**src/rtl/addr_bus_arbiter_if.sv**
```systemverilog
// Request/RAM bundle for addr_bus_arbiter: per-port valid/addr/we/ready plus the single RAM address port.
// The master side drives requests and mem_ready; the slave side is the arbiter.
interface addr_bus_arbiter_if #(
    parameter int NUM_PORTS = 2,
    parameter int ADDR_W    = 32,
    parameter int GID_W     = (NUM_PORTS > 1) ? $clog2(NUM_PORTS) : 1
);
    logic [NUM_PORTS-1:0]        req_valid;
    logic [NUM_PORTS*ADDR_W-1:0] req_addr;
    logic [NUM_PORTS-1:0]        req_we;
    logic [NUM_PORTS-1:0]        req_ready;
    logic                        mem_valid;
    logic [ADDR_W-1:0]           mem_addr;
    logic                        mem_we;
    logic                        mem_ready;
    logic [GID_W-1:0]            grant_id;

    modport master (
        output req_valid, req_addr, req_we, mem_ready,
        input  req_ready, mem_valid, mem_addr, mem_we, grant_id
    );

    modport slave (
        input  req_valid, req_addr, req_we, mem_ready,
        output req_ready, mem_valid, mem_addr, mem_we, grant_id
    );
endinterface

```
**src/rtl/addr_bus_arbiter.sv**
```systemverilog
// Arbitrates NUM_PORTS address requesters onto one registered RAM bus; request-to-mem_valid is 1 cycle.
// Holds the granted access frozen until mem_ready, then pulses req_ready[grant_id]; one access per 2 cycles max.
module addr_bus_arbiter #(
    parameter int NUM_PORTS = 2,
    parameter int ADDR_W    = 32,
    parameter int MODE      = 0,
    parameter int MAX_WAIT  = 0,
    parameter int GID_W     = (NUM_PORTS > 1) ? $clog2(NUM_PORTS) : 1
) (
    input  logic              clk,
    input  logic              rst_n,
    addr_bus_arbiter_if.slave bus
);
    localparam int               CNT_W   = (MAX_WAIT > 0) ? $clog2(MAX_WAIT + 1) : 1;
    localparam logic [CNT_W-1:0] CNT_MAX = CNT_W'(MAX_WAIT);

    typedef enum logic {IDLE, BUSY} state_t;

    state_t               state, state_nxt;
    logic                 mem_valid_q, mem_valid_nxt;
    logic [ADDR_W-1:0]    mem_addr_q, mem_addr_nxt;
    logic                 mem_we_q, mem_we_nxt;
    logic [GID_W-1:0]     grant_id_q, grant_id_nxt;
    logic [NUM_PORTS-1:0] req_ready_q, req_ready_nxt;
    logic [GID_W-1:0]     rr_ptr, rr_ptr_nxt;
    logic [CNT_W-1:0]     wait_cnt [NUM_PORTS];
    logic [CNT_W-1:0]     wait_cnt_nxt [NUM_PORTS];

    logic [NUM_PORTS-1:0] elig;
    logic [NUM_PORTS-1:0] starved;
    logic                 win_vld;
    logic [GID_W-1:0]     win_id;
    logic                 grant;
    int                   idx;

    // A port completing this cycle is masked so a lingering req_valid is not granted twice.
    always_comb begin
        elig    = bus.req_valid & ~req_ready_q;
        win_vld = |elig;
        win_id  = '0;
        starved = '0;
        idx     = 0;
        if (MODE == 1) begin
            for (int k = NUM_PORTS - 1; k >= 0; k--) begin
                idx = (int'(rr_ptr) + k) % NUM_PORTS;
                if (elig[idx]) win_id = GID_W'(idx);
            end
        end else begin
            for (int i = 0; i < NUM_PORTS; i++)
                starved[i] = elig[i] && (MAX_WAIT > 0) && (wait_cnt[i] >= CNT_MAX);
            for (int i = NUM_PORTS - 1; i >= 0; i--) begin
                if (starved != '0) begin
                    if (starved[i]) win_id = GID_W'(i);
                end else if (elig[i]) begin
                    win_id = GID_W'(i);
                end
            end
        end
    end

    always_comb begin
        state_nxt     = state;
        mem_valid_nxt = 1'b0;
        mem_addr_nxt  = mem_addr_q;
        mem_we_nxt    = mem_we_q;
        grant_id_nxt  = grant_id_q;
        req_ready_nxt = '0;
        rr_ptr_nxt    = rr_ptr;
        grant         = 1'b0;
        case (state)
            IDLE: begin
                if (win_vld) begin
                    grant         = 1'b1;
                    state_nxt     = BUSY;
                    mem_valid_nxt = 1'b1;
                    mem_addr_nxt  = bus.req_addr[int'(win_id)*ADDR_W +: ADDR_W];
                    mem_we_nxt    = bus.req_we[win_id];
                    grant_id_nxt  = win_id;
                    rr_ptr_nxt    = (int'(win_id) == NUM_PORTS - 1) ? '0 : win_id + 1'b1;
                end
            end
            BUSY: begin
                mem_valid_nxt = 1'b1;
                if (bus.mem_ready) begin
                    state_nxt                 = IDLE;
                    mem_valid_nxt             = 1'b0;
                    req_ready_nxt[grant_id_q] = 1'b1;
                end
            end
            default: state_nxt = IDLE;
        endcase
    end

    // Starvation counters only advance on a grant; a port not requesting at that grant starts over.
    always_comb begin
        for (int i = 0; i < NUM_PORTS; i++) begin
            wait_cnt_nxt[i] = wait_cnt[i];
            if (grant && (MODE == 0) && (MAX_WAIT > 0)) begin
                if ((i == int'(win_id)) || !bus.req_valid[i])
                    wait_cnt_nxt[i] = '0;
                else if (wait_cnt[i] != CNT_MAX)
                    wait_cnt_nxt[i] = wait_cnt[i] + 1'b1;
            end
        end
    end

    always_ff @(posedge clk or negedge rst_n) begin
        if (!rst_n) begin
            state       <= IDLE;
            mem_valid_q <= 1'b0;
            mem_addr_q  <= '0;
            mem_we_q    <= 1'b0;
            grant_id_q  <= '0;
            req_ready_q <= '0;
            rr_ptr      <= '0;
            for (int i = 0; i < NUM_PORTS; i++) wait_cnt[i] <= '0;
        end else begin
            state       <= state_nxt;
            mem_valid_q <= mem_valid_nxt;
            mem_addr_q  <= mem_addr_nxt;
            mem_we_q    <= mem_we_nxt;
            grant_id_q  <= grant_id_nxt;
            req_ready_q <= req_ready_nxt;
            rr_ptr      <= rr_ptr_nxt;
            for (int i = 0; i < NUM_PORTS; i++) wait_cnt[i] <= wait_cnt_nxt[i];
        end
    end

    assign bus.mem_valid = mem_valid_q;
    assign bus.mem_addr  = mem_addr_q;
    assign bus.mem_we    = mem_we_q;
    assign bus.grant_id  = grant_id_q;
    assign bus.req_ready = req_ready_q;
endmodule

```
**src/flat_wrapper.sv**
```systemverilog
// flat-port wrapper written by rule: the top's interface ports become plain ports
module addr_bus_arbiter_flat 
#(
    parameter int NUM_PORTS = 2,
    parameter int ADDR_W    = 32,
    parameter int MODE      = 0,
    parameter int MAX_WAIT  = 0,
    parameter int GID_W     = (NUM_PORTS > 1) ? $clog2(NUM_PORTS) : 1
)
  (clk, rst_n, bus_req_valid, bus_req_addr, bus_req_we, bus_mem_ready, bus_req_ready, bus_mem_valid, bus_mem_addr, bus_mem_we, bus_grant_id);
  addr_bus_arbiter_if #(.NUM_PORTS(NUM_PORTS), .ADDR_W(ADDR_W), .GID_W(GID_W)) bus_i ();
  input  logic clk;
  input  logic rst_n;
  input wire logic [$bits(bus_i.req_valid)-1:0] bus_req_valid;
  input wire logic [$bits(bus_i.req_addr)-1:0] bus_req_addr;
  input wire logic [$bits(bus_i.req_we)-1:0] bus_req_we;
  input wire logic [$bits(bus_i.mem_ready)-1:0] bus_mem_ready;
  output wire logic [$bits(bus_i.req_ready)-1:0] bus_req_ready;
  output wire logic [$bits(bus_i.mem_valid)-1:0] bus_mem_valid;
  output wire logic [$bits(bus_i.mem_addr)-1:0] bus_mem_addr;
  output wire logic [$bits(bus_i.mem_we)-1:0] bus_mem_we;
  output wire logic [$bits(bus_i.grant_id)-1:0] bus_grant_id;
  assign bus_i.req_valid = bus_req_valid;
  assign bus_i.req_addr = bus_req_addr;
  assign bus_i.req_we = bus_req_we;
  assign bus_i.mem_ready = bus_mem_ready;
  assign bus_req_ready = bus_i.req_ready;
  assign bus_mem_valid = bus_i.mem_valid;
  assign bus_mem_addr = bus_i.mem_addr;
  assign bus_mem_we = bus_i.mem_we;
  assign bus_grant_id = bus_i.grant_id;
  addr_bus_arbiter #(.NUM_PORTS(NUM_PORTS), .ADDR_W(ADDR_W), .MODE(MODE), .MAX_WAIT(MAX_WAIT), .GID_W(GID_W)) u_core (.clk(clk), .rst_n(rst_n), .bus(bus_i));
endmodule
```
**config.mk**
```make
export PLATFORM = sky130hd
export DESIGN_NAME = addr_bus_arbiter_flat
export DESIGN_NICKNAME = d
export VERILOG_FILES = /design/src/rtl/addr_bus_arbiter_if.sv /design/src/rtl/addr_bus_arbiter.sv /design/src/flat_wrapper.sv
export SDC_FILE = /design/constraint.sdc
export NUM_CORES = 1
export LEC_CHECK = 0
export ABC_AREA = 1
export CORE_ASPECT_RATIO = 1.2
export CORE_MARGIN = 8
export CORE_UTILIZATION = 38
export DETAILED_ROUTE_END_ITERATION = 8
export PLACE_DENSITY = 0.82
export SLEW_MARGIN = 10
export SYNTH_ARGS = -nofsm -noshare
export SYNTH_HDL_FRONTEND = slang
export SYNTH_SLANG_ARGS = --single-unit
```
**constraint.sdc**
```tcl
create_clock -name clk -period 1.6 [get_ports clk]
set_clock_uncertainty 0.15 [all_clocks]
set_input_delay 0.24 -clock clk [delete_from_list [all_inputs] [get_ports clk]]
set_output_delay 0.24 -clock clk [all_outputs]
set_load 0.01 [all_outputs]
```
# Yosys cells after proc, flatten, opt, wreduce, memory -nomap -nowiden
# Cells that the tools add are included.
op_classes:
  mux: 11
  n_shift: 1
  bitwise: 3
  n_reduce_logical: 3
  magnitude_cmp: 3
ops:
  columns: ["operator", "count"]
  rows:
  - ["$shiftx 64x7->32", 1]
  - ["$mux 1", 7]
  - ["$lt 1x2->1 const B", 2]
  - ["$mux 2", 2]
  - ["$and 2x2->2", 1]
  - ["$not 2->2", 1]
  - ["$pmux 1 s2", 1]
  - ["$reduce_and 2->1", 1]
  - ["$reduce_or 2->1", 1]
  - ["$demux 1 s1", 1]
  - ["$ge 1x1->1 const B", 1]
  - ["$logic_and 1x1->1", 1]
  - ["$not 1->1", 1]
word_totals:
  register_bits: 37
  out_inout_bits: 37
  elab_cells: 26

# Logic depth before layout (Yosys ltp)
# Gate-level depths: netlist of the first run.
logic_depth:
  ltp_word: 6
  depth_mapped: 8

# Least setup slack after synthesis of the first run
# OpenSTA, ideal clock, no wires.
synth_timing:
  path_kind: "register to register"
  startpoint: "reg u_core.req_ready_q[1], in the netlist u_core.bus.req_ready[1]"
  endpoint: "reg u_core.mem_addr_q[10], in the netlist u_core.bus.mem_addr[10]"
  path_buffers: 1
  setup_ps: 116
  path_slack_ps: 305
  stages_incl_launch_ff: 8
  arrival_time_ps: 1029
  synth_period_minus_slack_ps: 1295
  cell_sequence: "dfrtp_1 -> nor2_4 -> nand2_4 -> buf_6 -> nand2_1 -> nand2_1 -> nand2_1 -> nand2_1"
synth_via:
  elab_chain_cells: 5
synth_lines:
  columns: ["element", "line", "rtl"]
  rows:
  - ["start, declared", "addr_bus_arbiter.sv:24", "logic [NUM_PORTS-1:0] req_ready_q, req_ready_nxt;"]
  - ["start signal, assigned", "addr_bus_arbiter.sv:123", "req_ready_q <= req_ready_nxt;"]
  - ["$not 2->2 *", "addr_bus_arbiter.sv:38", "elig = bus.req_valid & ~req_ready_q;"]
  - ["$and 2x2->2 *", "addr_bus_arbiter.sv:38", null]
  - ["$mux 1 (2 in series)", "addr_bus_arbiter.sv:54", "end else if (elig[i]) begin"]
  - ["$shiftx 64x7->32", "addr_bus_arbiter.sv:76", "mem_addr_nxt = bus.req_addr[int'(win_id)*ADDR_W +: ADDR_W];"]
  - ["end signal, assigned", "addr_bus_arbiter.sv:120", "mem_addr_q <= mem_addr_nxt;"]
  - ["end, declared", "addr_bus_arbiter.sv:21", "logic [ADDR_W-1:0] mem_addr_q, mem_addr_nxt;"]
# Mark *: on every way between the ends. The rest lies on a longest branch, timed or not.
# A chain may end at the register's enable or synchronous reset.

# Final worst setup path of the first run
layout_timing:
  startpoint: "reg u_core.mem_addr_q[23], in the netlist u_core.bus.mem_addr[23]"
  endpoint: "out bus_mem_addr[23]"
layout_rtl:
  columns: ["element", "line", "rtl"]
  rows:
  - ["end, declared", "flat_wrapper.sv:20", "output wire logic [$bits(bus_i.mem_addr)-1:0] bus_mem_addr;"]
# No word-level cell between the ends.

==> results of run 1 <==
==> sequential cells by signal (all words and copies together) (netlist names) <==
name                  count
u_core.state              1
u_core.bus.mem_we         1
u_core.bus.grant_id       1
u_core.bus.req_ready      2
u_core.bus.mem_addr      32
==> cells in the mapped netlist <==
cell / count
nor2_4: 1
nand3_1: 33
buf_6: 3
dfrtp_1: 37
nand2_4: 3
o21ai_0: 1
o21ai_1: 1
buf_2: 6
inv_2: 2
buf_4: 6
nand2_1: 169
nor2_1: 2
inv_1: 4
==> cell type report <==
type                       count  share of cell area, %
timing repair buffer         117                   38.5
sequential                    37                   28.9
multi-input combinational    210                   26.9
tap                           60                   2.35
clock buffer                   6                   2.27
inverter                       6                  0.704
clock inverter                 2                  0.313
==> power groups by stage <==
stage,combinational (mW),clock [mW],sequential [mW]
after CTS,2.49,0.644,1.61
after floorplan,0.958,0,1.82
after detailed placement,2.56,0,1.63
after global placement,2.52,0,1.62
final,2.40,0.620,1.60
after global routing,2.63,0.690,1.64
==> path summary, 6_finish.rpt <==
| path | to | start | cells past startpoint |
|---|---|---|---|
| max | bus_mem_addr[23] | u_core.bus.mem_addr[23]$_DFFE_PN0P_ | 1 |
| min | u_core.bus.mem_addr[17]$_DFFE_PN0P_ | rst_n | 2 |
| max reg2reg | u_core.bus.mem_addr[18]$_DFFE_PN0P_ | u_core.bus.req_ready[1]$_DFF_PN0_ | 7 |
| min reg2reg | u_core.bus.mem_addr[4]$_DFFE_PN0P_ | u_core.bus.mem_addr[4]$_DFFE_PN0P_ | 2 |
| max in group asynchronous | u_core.state$_DFF_PN0_ | rst_n | 3 |
| min in group clk | u_core.bus.mem_addr[4]$_DFFE_PN0P_ | u_core.bus.mem_addr[4]$_DFFE_PN0P_ | 2 |
==> cells by family after synthesis <==
family | Yosys count
compound gates | 2
simple gates | 208
flops | 37
buf+inv | 21
==> what timing repair did <==
item | CTS | global route
endpoints found under the setup margin | 12 | 21
endpoints found under the hold margin | 18 | 0
resized for setup | 12 | 21
buffers inserted | 1 | 0
hold buffers | 1 | 0
==> metrics by stage <==
stage | power [mW] | std cells | hold slack (ns)
floorplan | 2.77 | 268 | -0.206
global placement | 4.13 | 428 | 0.0666
detailed placement | 4.20 | 428 | 0.0715
CTS | 4.75 | 438 | 0.294
global route | 4.97 | 438 | 0.332
finish | 4.62 | 438 | 0.287
==> routing by layer <==
| metal | track usage [%] | share of wire (%) |
|---|---|---|
| met5 | 0 | 0 |
| met4 | 6.42 | 3.0 |
| met1 | 18.7 | 39 |
| met3 | 6.03 | 8.2 |
| met2 | 26.6 | 50 |
==> impl_metrics.py, run 1 <==
metrics = {
    "global_route": {
        "antenna_found_initial": 0,
        "grt_pass1_vias": 1989,
        "grt_overflow_total": 0,
        "grt_max_degree": 35,
        "grt_util_all_layers_pct": 16.3,
        "grt_pass1_wl_mm": 9.67,
    },
    "synthesis": {
        "synth_area_sq_um": 1920,
        "ys_ff_latch": 37,
        "synth_nets": 339,
        "netlist_top_cells_area": "dfrtp_1, nand2_1, nand3_1",
        "yosysTopAreaCellShare_pct": 48.2,
        "synth_warnings": 0,
        "synth_area_leader_cell": "dfrtp_1",
        "synth_fa_ha_area_share_pct": 0,
        "synth_compound_area_share_pct": 0.522,
        "synth_simple_gate_area_share_pct": 44.4,
        "ys_seq_area_share_pct": 48.2,
        "synth.distinct_cells": 13,
        "synth.mux.area_fraction_pct": 0,
        "postSynthCellCount": 268,
        "synth_xor_area_share_pct": 0,
        "avgSynthCellArea_sq_um": 7.16,
        "synth_top_family_by_area": "simple AND/OR/NAND/NOR gates",
    },
    "final_layout": {
        "area_delta_synth_final_pct": 66.7,
        "final_common_cell": "nand2_1",
        "seq_area_sq_um": 926,
        "nNetsFinal": 448,
        "insertedDiodeCount": 0,
        "drive_gt1_share_pct": 6.08,
        "nFillCells": 450,
        "multi_input_area_sq_um": 862,
        "final_core_util_pct": 65.2,
        "final_cell_mix": "nand2_1, clkdlybuf4s50_1, dfrtp_1",
        "design_area_sq_um": 3200,
    },
    "clock_tree": {
        "clock_sinks": 37,
        "numCtsBuffers": 5,
        "clk_latency_ns": 0.28,
        "cts_max_level": 2,
        "cts.clk_slew.worst_paths_ns": 0.07,
        "cts-root-buf": "clkbuf_8",
        "cts_tree": "yes",
        "cts_buffer_depth": 2,
    },
    "setup_path": {
        "cp-start-kind": "register",
        "crit_buf_inv": 1,
        "end_kind": "output pin",
        "arrival_ns": 1.18,
        "r2r_slack_ns": 0.12,
        "path_max_fanout": 2,
        "critical_path_class": "register to output pin",
        "slowest_stage": "clkdlybuf4s50_1",
        "crit_family": "buffers and inverters",
        "slowest_delay_ns": 0.54,
        "required_ns": 1.21,
        "path_cells": "clkdlybuf4s50_1",
    },
    "place": {
        "numPortBuffers": 107,
        "gp_congestion": 0.787,
        "place_hpwl_mm": 4.67,
        "place_area_sq_um": 3060,
        "pre_cts_slack_ns": -0.134,
    },
    "timing": {
        "fin_crit_ns": 1.57,
        "setup_ws_ns": 0.0300,
        "setup-tns-final_ns": 0,
        "fmax_mhz": 637,
        "rsz0062_at_grt": "false",
        "maxSlewHeadroom_pct": 68.9,
        "tightest_slew_ns": 0.466,
        "finalHoldViolations": 0,
        "slew_viol_final": 0,
        "timing.final.crit_share_pct": 98.1,
        "setup_viol": 0,
    },
    "die": {
        "initial_utilization_pct": 39.1,
        "design.core.area_sq_um": 4900,
        "fp-row-count": 28,
        "die_h_microns": 93.9,
        "io_pins": 108,
        "die_width_microns": 80.9,
        "dieArea_sq_um": 7590,
    },
    "power": {
        "seqPwrFrac_pct": 34.7,
        "ir_drop_mv": 1.12,
        "switching_share_pct": 38.7,
        "combPwrFrac_pct": 51.9,
        "power.leakage_nw": 1.90,
        "internal-power_mw": 2.84,
        "pwr_density_cell_nw_per_um2": 1440,
        "p_switching_mw": 1.79,
        "pwr-share-clk_pct": 13.4,
    },
    "route": {
        "drc": 0,
        "ant_nets": 0,
        "first_pass_iters": 5,
        "vias": 2080,
        "post_drt_via_cell_ratio": 4.75,
        "wl_per_cell_microns": 14.3,
        "drtIter0Drc": 119,
        "wl_mm": 6.25,
    },
    "flow_run": {
        "maxCapViolCount": 0,
    },
    "outcome": {
        "status": "finished, final reports clean",
    },
    "hold_path": {
        "hold_path_class": "input pin to async pin",
    },
}
Power figures use the tool's default switching activity.
==> run 2, diff against run 1 <==
Settings changed: RECOVER_POWER from default to 25.
==> run 2 against run 1 <==
Net effect: clock power hardly changed; register-to-register slack hardly changed; sequential cell count stayed put; core utilization is 0.31 points lower; fmax hardly changed; largest cell class unchanged; non-clock buffer count stayed put; combinational power hardly changed; worst hold slack hardly changed.
==> impl_metrics.py, run 2 (same netlist as run 1, synthesis figures left out) <==
metrics = {
    "outcome": {
        "status": "finished, final reports clean",
    },
    "setup_path": {
        "path_cells": "clkdlybuf4s50_1",
        "endpoint": "bus_mem_addr[23]",
        "critical_path_class": "register to output pin",
        "crit_family": "buffers and inverters",
        "worst-path-stages": 1,
        "reg2reg_from": "u_core.bus.req_ready[1]$_DFF_PN0_",
        "path_max_fanout": 2,
        "startpoint": "u_core.bus.mem_addr[23]$_DFFE_PN0P_",
        "arrival_ns": 1.18,
        "crit_buf_inv": 1,
        "slowest_stage": "clkdlybuf4s50_1",
        "slowest_delay_ns": 0.54,
        "reg2reg_depth": 7,
        "cp-start-kind": "register",
        "rr_endpoint": "u_core.bus.mem_addr[18]$_DFFE_PN0P_",
        "r2r_slack_ns": 0.12,
        "required_ns": 1.21,
        "end_kind": "output pin",
    },
    "global_route": {
        "grt_pass1_wl_mm": 9.67,
        "antenna_found_initial": 0,
        "grt_util_all_layers_pct": 16.3,
        "grt_max_degree": 35,
        "grt_pass1_vias": 1989,
        "grt_overflow_total": 0,
    },
    "final_layout": {
        "largest_reg_flops": 32,
        "final_cell_mix": "nand2_1, clkdlybuf4s50_1, dfrtp_1",
        "final_core_util_pct": 64.9,
        "area_delta_synth_final_pct": 65.9,
        "final_common_cell": "nand2_1",
        "drive_gt1_share_pct": 6.08,
        "nNetsFinal": 448,
        "insertedDiodeCount": 0,
    },
    "route": {
        "wl_mm": 6.25,
        "ant_nets": 0,
        "post_drt_via_cell_ratio": 4.75,
        "drtIter0Drc": 112,
        "wl_per_cell_microns": 14.3,
        "drc": 0,
        "first_pass_iters": 4,
        "vias": 2080,
    },
    "timing": {
        "rsz0062_at_grt": "false",
        "slew_viol_final": 0,
        "finalHoldViolations": 0,
        "timing.final.crit_share_pct": 98.2,
        "fin_crit_ns": 1.57,
        "maxSlewHeadroom_pct": 68.4,
        "tightest_slew_ns": 0.475,
        "whs_ns": 0.287,
        "setup_viol": 0,
        "fmax_mhz": 637,
    },
    "power": {
        "ir_drop_mv": 1.12,
        "power.leakage_nw": 1.89,
        "pwr_density_cell_nw_per_um2": 1450,
    },
    "die": {
        "die_width_microns": 80.9,
        "design.core.area_sq_um": 4900,
        "dieArea_sq_um": 7590,
        "die_h_microns": 93.9,
        "initial_utilization_pct": 39.1,
        "fp-row-count": 28,
        "io_pins": 108,
    },
    "place": {
        "gp_congestion": 0.787,
        "place_hpwl_mm": 4.67,
        "numPortBuffers": 107,
    },
    "clock_tree": {
        "cts.clk_slew.worst_paths_ns": 0.07,
        "clock_sinks": 37,
        "cts-root-buf": "clkbuf_8",
        "cts_buffer_depth": 2,
        "clk_latency_ns": 0.28,
        "cts_tree": "yes",
        "numCtsBuffers": 5,
        "cts_max_level": 2,
    },
    "hold_path": {
        "hold_path_class": "input pin to async pin",
    },
    "flow_run": {
        "maxCapViolCount": 0,
    },
}
==> run 2: area by class of cell <==
class,instances,area (sq um)
clock buffer,6,72.6
clock inverter,2,10.0
fill,452,1720
inverter,6,22.5
multi-input combinational,210,862
sequential,37,926
tap,60,75.1
timing repair buffer,117,1220
==> run 2: what timing repair did <==
item | in CTS | in global routing
hold endpoints to repair | 18 | 0
resized for setup | 12 | 21
pin swaps | 0 | 0
hold buffers | 1 | 0
endpoints found under the setup margin | 12 | 21
buffers inserted | 1 | 0
gates cloned | 0 | 0
==> run 2: per-stage QoR <==
step / cells / power [mW] / setup slack, ns / instance area [sq um] / setup TNS [ns]
2_1_floorplan: 268 / 2.77 / 0.305 / 1920 / 0
3_3_place_gp: 428 / 4.13 / -0.0813 / 3060 / -2.19
3_5_place_dp: 428 / 4.20 / -0.134 / 3060 / -3.43
4_1_cts: 438 / 4.75 / 0.00218 / 3150 / 0
5_1_grt: 438 / 4.96 / 0.00219 / 3180 / 0
6_report: 438 / 4.62 / 0.0290 / 3180 / 0
==> run 2: layer usage <==
metal / track usage (%) / part of all wire [%]
met4: 6.42 / 3.0
met5: 0 / 0
met2: 26.6 / 50
met3: 6.03 / 8.0
met1: 18.7 / 39
==> run 2: worst min path at each step <==
stage	start	to	slack [ns]
6_report	rst_n	u_core.bus.mem_addr[17]$_DFFE_PN0P_	0.29
5_1_grt	rst_n	u_core.bus.mem_addr[12]$_DFFE_PN0P_	0.33
4_1_cts	rst_n	u_core.bus.mem_addr[17]$_DFFE_PN0P_	0.29
3_5_place_dp	rst_n	u_core.bus.mem_addr[12]$_DFFE_PN0P_	0.07
3_3_place_gp	rst_n	u_core.bus.mem_addr[12]$_DFFE_PN0P_	0.07
2_1_floorplan	rst_n	u_core.bus.grant_id$_DFFE_PN0P_	-0.21
==> run 2: report_power, final <==
part	total [mW]	internal (mW)	switching, mW
Clock	0.621	0.302	0.319
Combinational	2.39	1.16	1.23
Sequential	1.60	1.37	0.237
